**src/rtl/row_buf7_ctrl.sv**
```systemverilog
// Sequencing controller for a KERNEL-row line-buffer chain: gates the raster stream into the
// buffers, tracks raster position and flags shifts that complete an in-image KERNELxKERNEL window.
module row_buf7_ctrl #(
    parameter int unsigned DATA_WIDTH   = 8,
    parameter int unsigned IMAGE_WIDTH  = 640,
    parameter int unsigned IMAGE_HEIGHT = 480,
    parameter int unsigned KERNEL       = 7,
    localparam int unsigned CW          = $clog2(IMAGE_WIDTH),
    localparam int unsigned RW          = $clog2(IMAGE_HEIGHT)
) (
    input  logic                  clk_i,
    input  logic                  rst_ni,
    input  logic                  in_valid_i,
    input  logic                  in_sof_i,
    input  logic [DATA_WIDTH-1:0] din_i,
    output logic                  in_ready_o,
    output logic                  buf_en_o,
    output logic [DATA_WIDTH-1:0] buf_din_o,
    output logic [CW-1:0]         col_o,
    output logic [RW-1:0]         row_o,
    output logic                  win_valid_o,
    output logic [CW-1:0]         cx_o,
    output logic [RW-1:0]         cy_o,
    output logic                  frame_done_o,
    output logic                  sof_err_o
);

    localparam int unsigned HALF = (KERNEL - 1) / 2;

    localparam logic [CW-1:0] LAST_COL = CW'(IMAGE_WIDTH - 1);
    localparam logic [RW-1:0] LAST_ROW = RW'(IMAGE_HEIGHT - 1);
    localparam logic [CW-1:0] KM1_COL  = CW'(KERNEL - 1);
    localparam logic [RW-1:0] KM1_ROW  = RW'(KERNEL - 1);
    localparam logic [CW-1:0] HALF_COL = CW'(HALF);
    localparam logic [RW-1:0] HALF_ROW = RW'(HALF);

    localparam logic [1:0] ST_IDLE = 2'd0;
    localparam logic [1:0] ST_RUN  = 2'd1;
    localparam logic [1:0] ST_DONE = 2'd2;

    logic [1:0]    state_q, state_d;
    logic          in_ready_q, in_ready_d;
    logic [CW-1:0] nxt_col_q, nxt_col_d;
    logic [RW-1:0] nxt_row_q, nxt_row_d;

    logic          accept, in_run, emit, restart, last, win;
    logic [CW-1:0] e_col;
    logic [RW-1:0] e_row;

    always_comb begin
        accept  = in_valid_i & in_ready_q;
        in_run  = (state_q == ST_RUN);
        emit    = accept & (in_sof_i | in_run);
        restart = accept & in_sof_i & in_run;
        // An sof pixel is always (0,0), whatever position the counters hold.
        e_col   = in_sof_i ? '0 : nxt_col_q;
        e_row   = in_sof_i ? '0 : nxt_row_q;
        last    = in_run & ~in_sof_i & (e_col == LAST_COL) & (e_row == LAST_ROW);
        win     = (e_col >= KM1_COL) & (e_row >= KM1_ROW);
    end

    always_comb begin
        nxt_col_d = nxt_col_q;
        nxt_row_d = nxt_row_q;
        if (emit) begin
            if (e_col == LAST_COL) begin
                nxt_col_d = '0;
                nxt_row_d = e_row + RW'(1);
            end else begin
                nxt_col_d = e_col + CW'(1);
                nxt_row_d = e_row;
            end
        end
    end

    always_comb begin
        state_d = state_q;
        case (state_q)
            ST_IDLE: if (emit) state_d = ST_RUN;
            ST_RUN:  if (emit && last) state_d = ST_DONE;
            ST_DONE: state_d = ST_IDLE;
            default: state_d = ST_IDLE;
        endcase
        in_ready_d = (state_d != ST_DONE);
    end

    always_ff @(posedge clk_i or negedge rst_ni) begin
        if (!rst_ni) begin
            state_q    <= ST_IDLE;
            in_ready_q <= 1'b0;
            nxt_col_q  <= '0;
            nxt_row_q  <= '0;
        end else begin
            state_q    <= state_d;
            in_ready_q <= in_ready_d;
            nxt_col_q  <= nxt_col_d;
            nxt_row_q  <= nxt_row_d;
        end
    end

    always_ff @(posedge clk_i or negedge rst_ni) begin
        if (!rst_ni) begin
            buf_en_o     <= 1'b0;
            buf_din_o    <= '0;
            col_o        <= '0;
            row_o        <= '0;
            win_valid_o  <= 1'b0;
            cx_o         <= '0;
            cy_o         <= '0;
            frame_done_o <= 1'b0;
            sof_err_o    <= 1'b0;
        end else begin
            buf_en_o     <= emit;
            win_valid_o  <= emit & win;
            cx_o         <= (emit & win) ? (e_col - HALF_COL) : '0;
            cy_o         <= (emit & win) ? (e_row - HALF_ROW) : '0;
            frame_done_o <= emit & last;
            sof_err_o    <= restart;
            if (emit) begin
                buf_din_o <= din_i;
                col_o     <= e_col;
                row_o     <= e_row;
            end
        end
    end

    assign in_ready_o = in_ready_q;

endmodule
```
**config.mk**
```make
export PLATFORM = sky130hd
export DESIGN_NAME = row_buf7_ctrl
export DESIGN_NICKNAME = d
export VERILOG_FILES = /design/src/rtl/row_buf7_ctrl.sv
export SDC_FILE = /design/constraint.sdc
export NUM_CORES = 1
export LEC_CHECK = 0
export ABC_CLOCK_PERIOD_IN_PS = 2630
export CAP_MARGIN = 25
export CORE_ASPECT_RATIO = 1.1
export CORE_MARGIN = 1
export CORE_UTILIZATION = 40
export CTS_CLUSTER_DIAMETER = 150
export DETAILED_ROUTE_END_ITERATION = 8
export PLACE_DENSITY = 0.72
export SLEW_MARGIN = 20
export SYNTH_ARGS = -nofsm -noshare
export SYNTH_HDL_FRONTEND = slang
export SYNTH_SLANG_ARGS = --single-unit
```
**constraint.sdc**
```tcl
create_clock -name clk_i -period 2.63 [get_ports clk_i]
set_clock_uncertainty 0.1 [all_clocks]
set_input_delay 0.263 -clock clk_i [delete_from_list [all_inputs] [get_ports clk_i]]
set_output_delay 0.263 -clock clk_i [all_outputs]
set_load 0.1 [all_outputs]
```
==> flow_metrics.tcl, run 1 <==
set metrics [dict create \
    async_flop_share 1.00 \
    grt_pass1_vias 2486 \
    dp_hpwl_um 5330 \
    p_per_area_nw_per_um2 587 \
    synth_nets 348 \
    critPathRequiredTime_ns 2.79 \
    grt_setup_unrepaired "no" \
    firstDrtPassIters 5 \
    grt_max_degree 49 \
    clock_latency_ns 0.34 \
    max_slew_margin 0.617 \
    yosysSeqAreaShare 0.533 \
    fillers 721 \
    maxCapViolCount 0 \
    antenna_found_initial 0 \
    synth.yosys.warnings 0 \
    drive_gt1_frac 0.228 \
    post_drt_wl_per_cell_um 14.9 \
    outcome "finished, final reports clean" \
    period_minus_slack_ns 2.25 \
    synth_area_leaders "dfrtp_1 53%, nand2_1 5.7%, a22o_1 3.9%, xnor2_1 3.6%, a21oi_1 2.1%" \
    synth_flop_cell "dfrtp_1" \
    io_buffers 62 \
    grt_usage 0.186 \
    synth_top_area_cell "dfrtp_1" \
    finalNetCount 411 \
    tightest_slew_ns 0.575 \
    htree_levels 3 \
    gr-total-overflow 0 \
    hold_viol 0 \
    yosysTopAreaCellShare 0.533 \
    clock_sinks 72 \
    netlist_area_um2 3380 \
    start_util 0.421 \
    dieWidth_um 89.7 \
    cp.arrival_ns 2.42 \
    start_kind "flop" \
    place.gp.congestion 0.827 \
    io-pin-count 63 \
    core-area_um2 8040 \
    die_area_um2 8830 \
    final_area_um2 4250 \
    synth_edf_count 0 \
    ir_worst_vdd_mv 0.244 \
    fmax_ghz 0.444 \
    tns_ns 0 \
    syn_inst 332 \
    cts_tree "yes" \
    yosysUniqueCellTypes 54 \
    die_h_um 98.4 \
    leakagePower_nw 2.07 \
    clock-root-buffer "clkbuf_8" \
    wl_um 7590 \
    post_cts_buffers 0 \
    drcViolationCount 0 \
    path_class "reg2reg" \
    worst_setup_path_end_kind "flop" \
    clk_pin_slew_ns 0.07 \
    dpl-instance-area_um2 4020 \
    num_rows 34 \
    final_antenna_net_count 0 \
    numCtsBuffers 9 \
    grt_pass1_wl_um 12500 \
    setup_viol 0 \
    first_iter_violations 188 \
    finalCritPeriodShare 0.857 \
    post_drt_via_cell_ratio 5.26 \
    clockBufferDepth 2 \
    maxSlewViolCount 0 \
    diodes 0 \
    synth-seq-cells 72 \
    synth.avg_cell_area_um2 10.2 \
    cp_max_fo 8 \
    total_power_mw 2.49 \
    hold_class "in2reg" \
    syn2layout_area_growth_pct 25.5 \
    vias 2673 \
]
final cells by class:
class	count	area [µm²]	area share
Clock inverter	3	65.1	0.0153
Multi-Input combinational cell	222	1410	0.333
Tap cell	108	135	0.0318
Clock buffer	13	149	0.0351
Timing Repair Buffer	78	636	0.150
Inverter	12	45.0	0.0106
Sequential cell	72	1800	0.424
cells in the mapped netlist, types with 4 or more instances:
cell type / instances
a21oi_1: 14
a22o_1: 15
buf_2: 11
clkbuf_1: 9
dfrtp_1: 72
ha_1: 4
inv_1: 11
nand2_1: 51
nand3_1: 7
nand4_1: 9
nor2_1: 18
nor2b_1: 9
nor3_1: 7
o21ai_0: 12
o31ai_1: 8
xnor2_1: 14
xor2_1: 5
repair_timing:
action | in CTS | in global routing
resized for setup | 0 | 0
hold buffers | 1 | 0
endpoints found under the hold margin | 24 | 0
flip-flops by register name, summed over array words and instances (netlist names):
register,flops
buf_din_o,8
buf_en_o,1
col_o,10
cx_o,10
cy_o,9
frame_done_o,1
in_ready_o,1
nxt_col_q,10
nxt_row_q,9
row_o,9
sof_err_o,1
state_q,2
win_valid_o,1
worst max-delay path, stage by stage (launching register included):
cell and delay [ns]:
dfrtp_1 0.47, nor2b_1 0.23, ha_1 0.23, and4b_1 0.33
nand4_1 0.33, nor4b_2 0.33, xnor2_1 0.15
path summary, 6_finish.rpt:
check | startpoint | endpoint | slack, ns | depth (start not counted)
worst min-delay path | din_i[3] | buf_din_o[3] | 0.34 | 3
worst max register to register | nxt_col_q[1] | nxt_row_q[4] | 0.38 | 6
max in group asynchronous | rst_ni | nxt_row_q[3] | 1.43 | 3
min in group asynchronous | rst_ni | nxt_col_q[4] | 0.35 | 2
worst min register to register | state_q[1] | state_q[0] | 0.36 | 1
worst max-delay path | nxt_col_q[1] | nxt_row_q[4] | 0.38 | 6
kinds of logic after synthesis:
group / count (synthesis) / share of synthesized area
AO/OA/AOI/OAI: 69 / 0.141
AND/OR/NAND/NOR: 130 / 0.211
buffers and inverters: 38 / 0.0514
adder cells (fa/ha/maj): 4 / 0.0148
flip-flops: 72 / 0.533
XOR/XNOR: 19 / 0.0492
metal layers:
| layer | up-vias | track usage | share of wire |
|---|---|---|---|
| li1 | 1287 | - | - |
| met1 | 1302 | 0.271 | 0.47 |
| met2 | 74 | 0.268 | 0.47 |
| met3 | 10 | 0.0452 | 0.049 |
| met4 | 0 | 0.0684 | 0.014 |
| met5 | - | 0 | 0 |
power by group:
| group | internal [mW] | switching [mW] |
|---|---|---|
| clock network | 0.560 | 0.387 |
| logic | 0.106 | 0.273 |
| registers | 1.13 | 0.0295 |
| total | 1.80 | 0.690 |
stage by stage:
stage          setup WS, ns   util  instances  hold slack [ns]
6_report              0.377  0.528        508            0.343
5_1_grt               0.194  0.528        508            0.354
4_1_cts               0.376  0.528        508            0.328
3_5_place_dp          0.129  0.500        491            0.198
3_3_place_gp          0.232  0.500        491            0.188
2_1_floorplan         0.210      -        332           -0.133
placed cells by master (no fill, tap or decap), types with 3 or more instances in the layout:
master / Yosys / layout
dfrtp_1: 72 / 72
buf_4: 2 / 64
nand2_1: 51 / 51
nor2_1: 18 / 18
a22o_1: 15 / 15
xnor2_1: 14 / 14
a21oi_1: 14 / 14
o21ai_0: 12 / 12
inv_1: 11 / 11
clkbuf_8: 0 / 10
clkdlybuf4s50_1: 0 / 10
nor2b_1: 9 / 9
nand4_1: 9 / 9
o31ai_1: 8 / 8
nand3_1: 7 / 7
nor3_1: 7 / 7
xor2_1: 5 / 5
ha_1: 4 / 4
nor4_1: 3 / 3
o211ai_1: 3 / 3
a31oi_1: 3 / 3
or3_1: 3 / 3
nand4b_1: 3 / 3
clkbuf_1: 9 / 3
(Power assumes the default switching activity.)
==> run 2: changes to the inputs <==
--- a/config.mk
+++ b/config.mk
@@ -5,14 +5,16 @@
 export SDC_FILE = /design/constraint.sdc
 export NUM_CORES = 1
 export LEC_CHECK = 0
+export ABC_AREA = 1
 export ABC_CLOCK_PERIOD_IN_PS = 2630
 export CAP_MARGIN = 25
 export CORE_ASPECT_RATIO = 1.1
-export CORE_MARGIN = 1
+export CORE_MARGIN = 1.5
 export CORE_UTILIZATION = 40
 export CTS_CLUSTER_DIAMETER = 150
 export DETAILED_ROUTE_END_ITERATION = 8
-export PLACE_DENSITY = 0.72
+export GPL_ROUTABILITY_DRIVEN = 0
+export PLACE_DENSITY = 0.71
 export SLEW_MARGIN = 20
 export SYNTH_ARGS = -nofsm -noshare
 export SYNTH_HDL_FRONTEND = slang
==> run 2 against run 1 <==
  * Via count increased by 14%
  * Synthesized cell count increased by 31%
  * Final area increased by 7.1%
  * Wire length increased by 8.7%
  * Count of clock-buffer cells in the layout decreased by 4
  * Synthesized area increased by 8.8%
  * Register-to-register slack improved by 0.34 ns
  * Largest cell class unchanged
  * Largest power group unchanged
==> flow_metrics.tcl, run 2 <==
set metrics [dict create \
    dpl-instance-area_um2 4290 \
    die_area_um2 9780 \
    synth_nets 450 \
    leakagePower_nw 2.47 \
    path_class "in2reg" \
    hold_class "in2async" \
    num_rows 36 \
    grt_usage 0.183 \
    ir_worst_vdd_mv 0.289 \
    cp_max_fo 20 \
    p_per_area_nw_per_um2 569 \
    finalCritPeriodShare 0.769 \
    total_power_mw 2.59 \
    gr-total-overflow 0 \
    layout_common_cells "136 x nand2_1, 72 x dfrtp_1, 57 x buf_4" \
    clockBufferDepth 2 \
    yosysTopAreaCellShare 0.490 \
    grt_pass1_vias 2861 \
    layout_commonest_cell "nand2_1" \
    setup_viol 0 \
    cts_tree "yes" \
    final_area_um2 4550 \
    clock_latency_ns 0.35 \
    firstDrtPassIters 4 \
    wl_um 8250 \
    clock-root-buffer "clkbuf_8" \
    fmax_ghz 0.495 \
    grt_setup_unrepaired "no" \
    clk_pin_slew_ns 0.08 \
    netlist_area_um2 3680 \
    htree_levels 3 \
    io_buffers 62 \
    core-area_um2 8920 \
    synth.yosys.warnings 0 \
    start_util 0.412 \
    dieWidth_um 94.4 \
    grt_max_degree 47 \
    yosysUniqueCellTypes 33 \
    final_antenna_net_count 0 \
    synth_edf_count 0 \
    post_drt_wl_per_cell_um 13.2 \
    drcViolationCount 0 \
    tightest_slew_ns 0.630 \
    synth_top_area_cell "dfrtp_1" \
    synth-seq-cells 72 \
    hold_viol 0 \
    syn_inst 434 \
    syn2layout_area_growth_pct 23.6 \
    worst_setup_path_end_kind "flop" \
    yosysSeqAreaShare 0.490 \
    clock_sinks 72 \
    outcome "finished, final reports clean" \
    maxCapViolCount 0 \
    drive_gt1_frac 0.267 \
    start_kind "input port" \
    tns_ns 0 \
    synth_area_leaders "dfrtp_1 49%, nand2_1 14%, nor2_2 4.8%, o21ai_0 3.8%, nand3_1 3.7%" \
    synth_flop_cell "dfrtp_1" \
    reg_top3 "col_o (10), cx_o (10), nxt_col_q (10)" \
    cts-resized-gates 0 \
    yosysMostFrequentCell "nand2_1" \
    cp.arrival_ns 2.16 \
    async_flop_share 1.00 \
    max_slew_margin 0.580 \
    critPathRequiredTime_ns 2.77 \
    finalNetCount 520 \
    synth.avg_cell_area_um2 8.48 \
    diodes 0 \
    dp_hpwl_um 6160 \
    maxSlewViolCount 0 \
    pre_cts_ws_ns 0.217 \
    fin_ws_ns 0.609 \
    grt_pass1_wl_um 14000 \
    numCtsBuffers 9 \
    io-pin-count 63 \
    first_iter_violations 157 \
    die_h_um 104 \
    synth_common_cells "136 x nand2_1, 72 x dfrtp_1, 35 x inv_1" \
    antenna_found_initial 0 \
    post_drt_via_cell_ratio 4.88 \
    period_minus_slack_ns 2.02 \
    vias 3041 \
]
-- run 2: worst paths after layout --
path                                 to  cells after the start    startpoint  slack (ns)
setup / recovery                cx_o[9]                     11      in_sof_i        0.61
hold / removal               state_q[0]                      2        rst_ni        0.36
setup reg to reg                cx_o[9]                     11  nxt_col_q[0]        0.72
hold reg to reg                col_o[1]                      2      col_o[1]        0.38
max in group asynchronous  buf_din_o[0]                      3        rst_ni        1.41
min in group clk_i         buf_din_o[2]                      3      din_i[2]        0.36
-- run 2: cells by family after synthesis --
family / after synthesis / share of synthesized area
buffers and inverters: 54 / 0.0772
xor gates and xnor gates: 8 / 0.0190
and+or+nand+nor: 258 / 0.343
AOI/OAI and AO/OA: 38 / 0.0578
DFF: 72 / 0.490
adders and majority gates: 4 / 0.0136
-- run 2: timing repair --
action	CTS	global route
hold endpoints to repair	26	0
buffers inserted	0	0
hold buffers	1	0
-- run 2: metal layers --
| metal | up-vias | GRT usage | routed length [µm] |
|---|---|---|---|
| met3 | 9 | 0.0448 | 498 |
| met1 | 1428 | 0.238 | 3600 |
| met5 | - | 0 | 0 |
| met2 | 89 | 0.294 | 4010 |
| met4 | 0 | 0.0640 | 136 |
| li1 | 1515 | - | - |
-- run 2: worst max-delay path, stage by stage --
cell             delay (ns)
clkdlybuf4s50_1        0.56
nor2_1                 0.31
inv_1                  0.10
ha_1                   0.20
nor2_1                 0.11
nor2_1                 0.07
nor2_1                 0.12
nand2_2                0.08
nand3_2                0.09
buf_12                 0.19
nor2_2                 0.05
-- run 2: power breakdown --
part	internal, mW	switching, mW	total [mW]
combinational	0.0890	0.284	0.373
clock	0.631	0.426	1.06
sequential	1.13	0.0234	1.16
total	1.85	0.733	2.59
-- run 2: stage by stage --
stage	hold slack, ns	instances	util
floorplan	-0.133	434	-
global route	0.354	623	0.510
CTS	0.342	623	0.510
global placement	0.208	606	0.481
detailed placement	0.224	606	0.481
finish	0.359	623	0.510
-- run 2: final cells by class --
cell class,count,area (µm²)
Tap cell,114,143
Clock inverter,7,119
Fill cell,838,4370
Clock buffer,9,124
Timing Repair Buffer,72,603
Sequential cell,72,1800
Multi-Input combinational cell,308,1590
Inverter,41,163
==> run 3: changes to the inputs <==
--- a/config.mk
+++ b/config.mk
@@ -6,7 +6,7 @@
 export NUM_CORES = 1
 export LEC_CHECK = 0
 export ABC_AREA = 1
-export ABC_CLOCK_PERIOD_IN_PS = 2630
+export ABC_CLOCK_PERIOD_IN_PS = 2020
 export CAP_MARGIN = 25
 export CORE_ASPECT_RATIO = 1.1
 export CORE_MARGIN = 1.5
==> constraint.sdc (replaced) <==
create_clock -name clk_i -period 2.02 [get_ports clk_i]
set_clock_uncertainty 0.1 [all_clocks]
set_input_delay 0.202 -clock clk_i [delete_from_list [all_inputs] [get_ports clk_i]]
set_output_delay 0.202 -clock clk_i [all_outputs]
set_load 0.1 [all_outputs]
==> run 3 against run 2 <==
  * Combinational power up 39%
  * Sequential power up 30%
  * Total power up 23%
  * Setup slack worse by 0.43 ns
  * Via count up 3.6%
  * Hold slack worse by 0.080 ns
  * Critical path depth unchanged
  * Cell count up 6.9%
  * Critical endpoint unchanged
  * Largest power group unchanged
==> flow_metrics.tcl, run 3 (synthesized netlist as in run 2, its figures left out) <==
set metrics [dict create \
    grt_usage 0.186 \
    start_util 0.412 \
    max_slew_margin 0.747 \
    firstDrtPassIters 4 \
    die_area_um2 9780 \
    fillers 791 \
    vias 3151 \
    finalNetCount 563 \
    grt_pass1_vias 3059 \
    layout_commonest_cell "nand2_1" \
    drive_gt1_frac 0.330 \
    tightest_slew_ns 0.380 \
    setup_viol 0 \
    final-seq-area_um2 1800 \
    top_layer "met4" \
    hold_class "in2reg" \
    path_class "in2reg" \
    multi_input_area_um2 1600 \
    io-pin-count 63 \
    diodes 0 \
    num_rows 36 \
    dp_hpwl_um 6090 \
    grt_max_degree 73 \
    leakagePower_nw 2.66 \
    worst_path_largest_cell_delay_ns 0.60 \
    die_h_um 104 \
    critPathRequiredTime_ns 2.17 \
    final_util 0.545 \
    grt_pass1_wl_um 14200 \
    post_drt_via_cell_ratio 4.73 \
    cts_tree "yes" \
    clock_sinks 72 \
    clockBufferDepth 2 \
    gr-total-overflow 0 \
    cp.arrival_ns 1.99 \
    maxCapViolCount 0 \
    start_kind "input port" \
    drcViolationCount 0 \
    post_drt_wl_per_cell_um 12.6 \
    cp_max_fo 10 \
    path_cells "clkdlybuf4s50_1, nor2_1, buf_4, ha_1, nor2_1, nor2_1, nor2_1, nand2_2, nand3_2, buf_12, nor2_2" \
    htree_levels 3 \
    wl_met3_um 355 \
    outcome "finished, final reports clean" \
    slowest_stage "clkdlybuf4s50_1" \
    final_antenna_net_count 0 \
    wl_met1_um 3800 \
    final_area_um2 4860 \
    fmax_ghz 0.544 \
    clock_latency_ns 0.35 \
    dpl-instance-area_um2 4640 \
    finalCritPeriodShare 0.910 \
    hold_viol 0 \
    wl_um 8380 \
    worst_setup_path_end_kind "flop" \
    antenna_found_initial 0 \
    io_buffers 62 \
    clk_pin_slew_ns 0.07 \
    dieWidth_um 94.4 \
    syn2layout_area_growth_pct 32.2 \
    p_per_area_nw_per_um2 656 \
    reg_top3 "col_o (10), cx_o (10), nxt_col_q (10)" \
    period_minus_slack_ns 1.84 \
    critPathTopFamily "buffers and inverters" \
    grt_setup_unrepaired "no" \
    ir_worst_vdd_mv 0.311 \
    first_iter_violations 157 \
    maxSlewViolCount 0 \
    clock-root-buffer "clkbuf_8" \
    worst_path_most_repeated_cell "nor2_1" \
    numCtsBuffers 9 \
    dr_wl_met2_um 4080 \
    layout_common_cells "136 x nand2_1, 98 x buf_4, 71 x dfrtp_1" \
    path_buf_inv 3 \
    holdWs_ns 0.279 \
    core-area_um2 8920 \
]
## run 3: cell types whose count changed in the layout (fill, tap and decap cells not counted), sizes merged
cell    before  now
inv         41   40
bufinv       3    1
buf         61  104
clkbuf       9   11
clkinv       2    3
## run 3: worst paths after layout
| check | from | to | slack (ns) | cells after the start |
|---|---|---|---|---|
| max | in_sof_i | cx_o[9] | 0.18 | 11 |
| min | din_i[2] | buf_din_o[2] | 0.28 | 3 |
| max reg2reg | nxt_row_q[1] | state_q[0] | 0.19 | 8 |
| min reg2reg | buf_din_o[0] | buf_din_o[0] | 0.37 | 2 |
| max in group asynchronous | rst_ni | row_o[0] | 1.22 | 3 |
| min in group asynchronous | rst_ni | col_o[3] | 0.29 | 3 |
## run 3: power by group
group          leakage [nW]  switching (mW)  internal [mW]
registers             0.970          0.0286           1.48
clock network         0.101           0.535          0.632
logic                  1.59           0.376          0.143
total                  2.66           0.939           2.25
## run 3: worst register-to-register path, stage by stage, from the launching register on
cell and delay [ns]:
dfrtp_1 0.46, inv_1 0.09, nor2_2 0.20, ha_1 0.21, nand4_1 0.17, inv_1 0.15
nand3_1 0.13, nor2_2 0.14, nor2_1 0.06
## run 3: area by class of cell
cell class	instances	share of cell area
flip-flops and latches	72	0.371
multi-input cells	308	0.329
repair buffers	115	0.196
inverters	41	0.0334
clock buffers	11	0.0311
well taps	114	0.0293
clock inverters	5	0.0113
## run 3: timing repair
action                                 4_1_cts  5_1_grt
resized for setup                            0        2
hold buffers                                 1        0
setup endpoints to repair                    0       24
endpoints found under the hold margin       72        0
setup buffers                                0        0
## run 3: through the flow
step	power [mW]	cells	setup slack [ns]	TNS, ns
floorplan	1.88	434	0.250	0
global placement	2.05	649	-0.185	-5.08
detailed placement	2.05	649	-0.241	-8.01
CTS	3.23	666	0.115	0
global route	3.32	666	0.000410	0
finish	3.19	666	0.181	0
## run 3: metal layers
| metal | vias up | global-route usage |
|---|---|---|
| li1 | 1592 | - |
| met1 | 1480 | 0.246 |
| met2 | 66 | 0.296 |
| met3 | 13 | 0.0338 |
| met4 | 0 | 0.0800 |
| met5 | - | 0 |
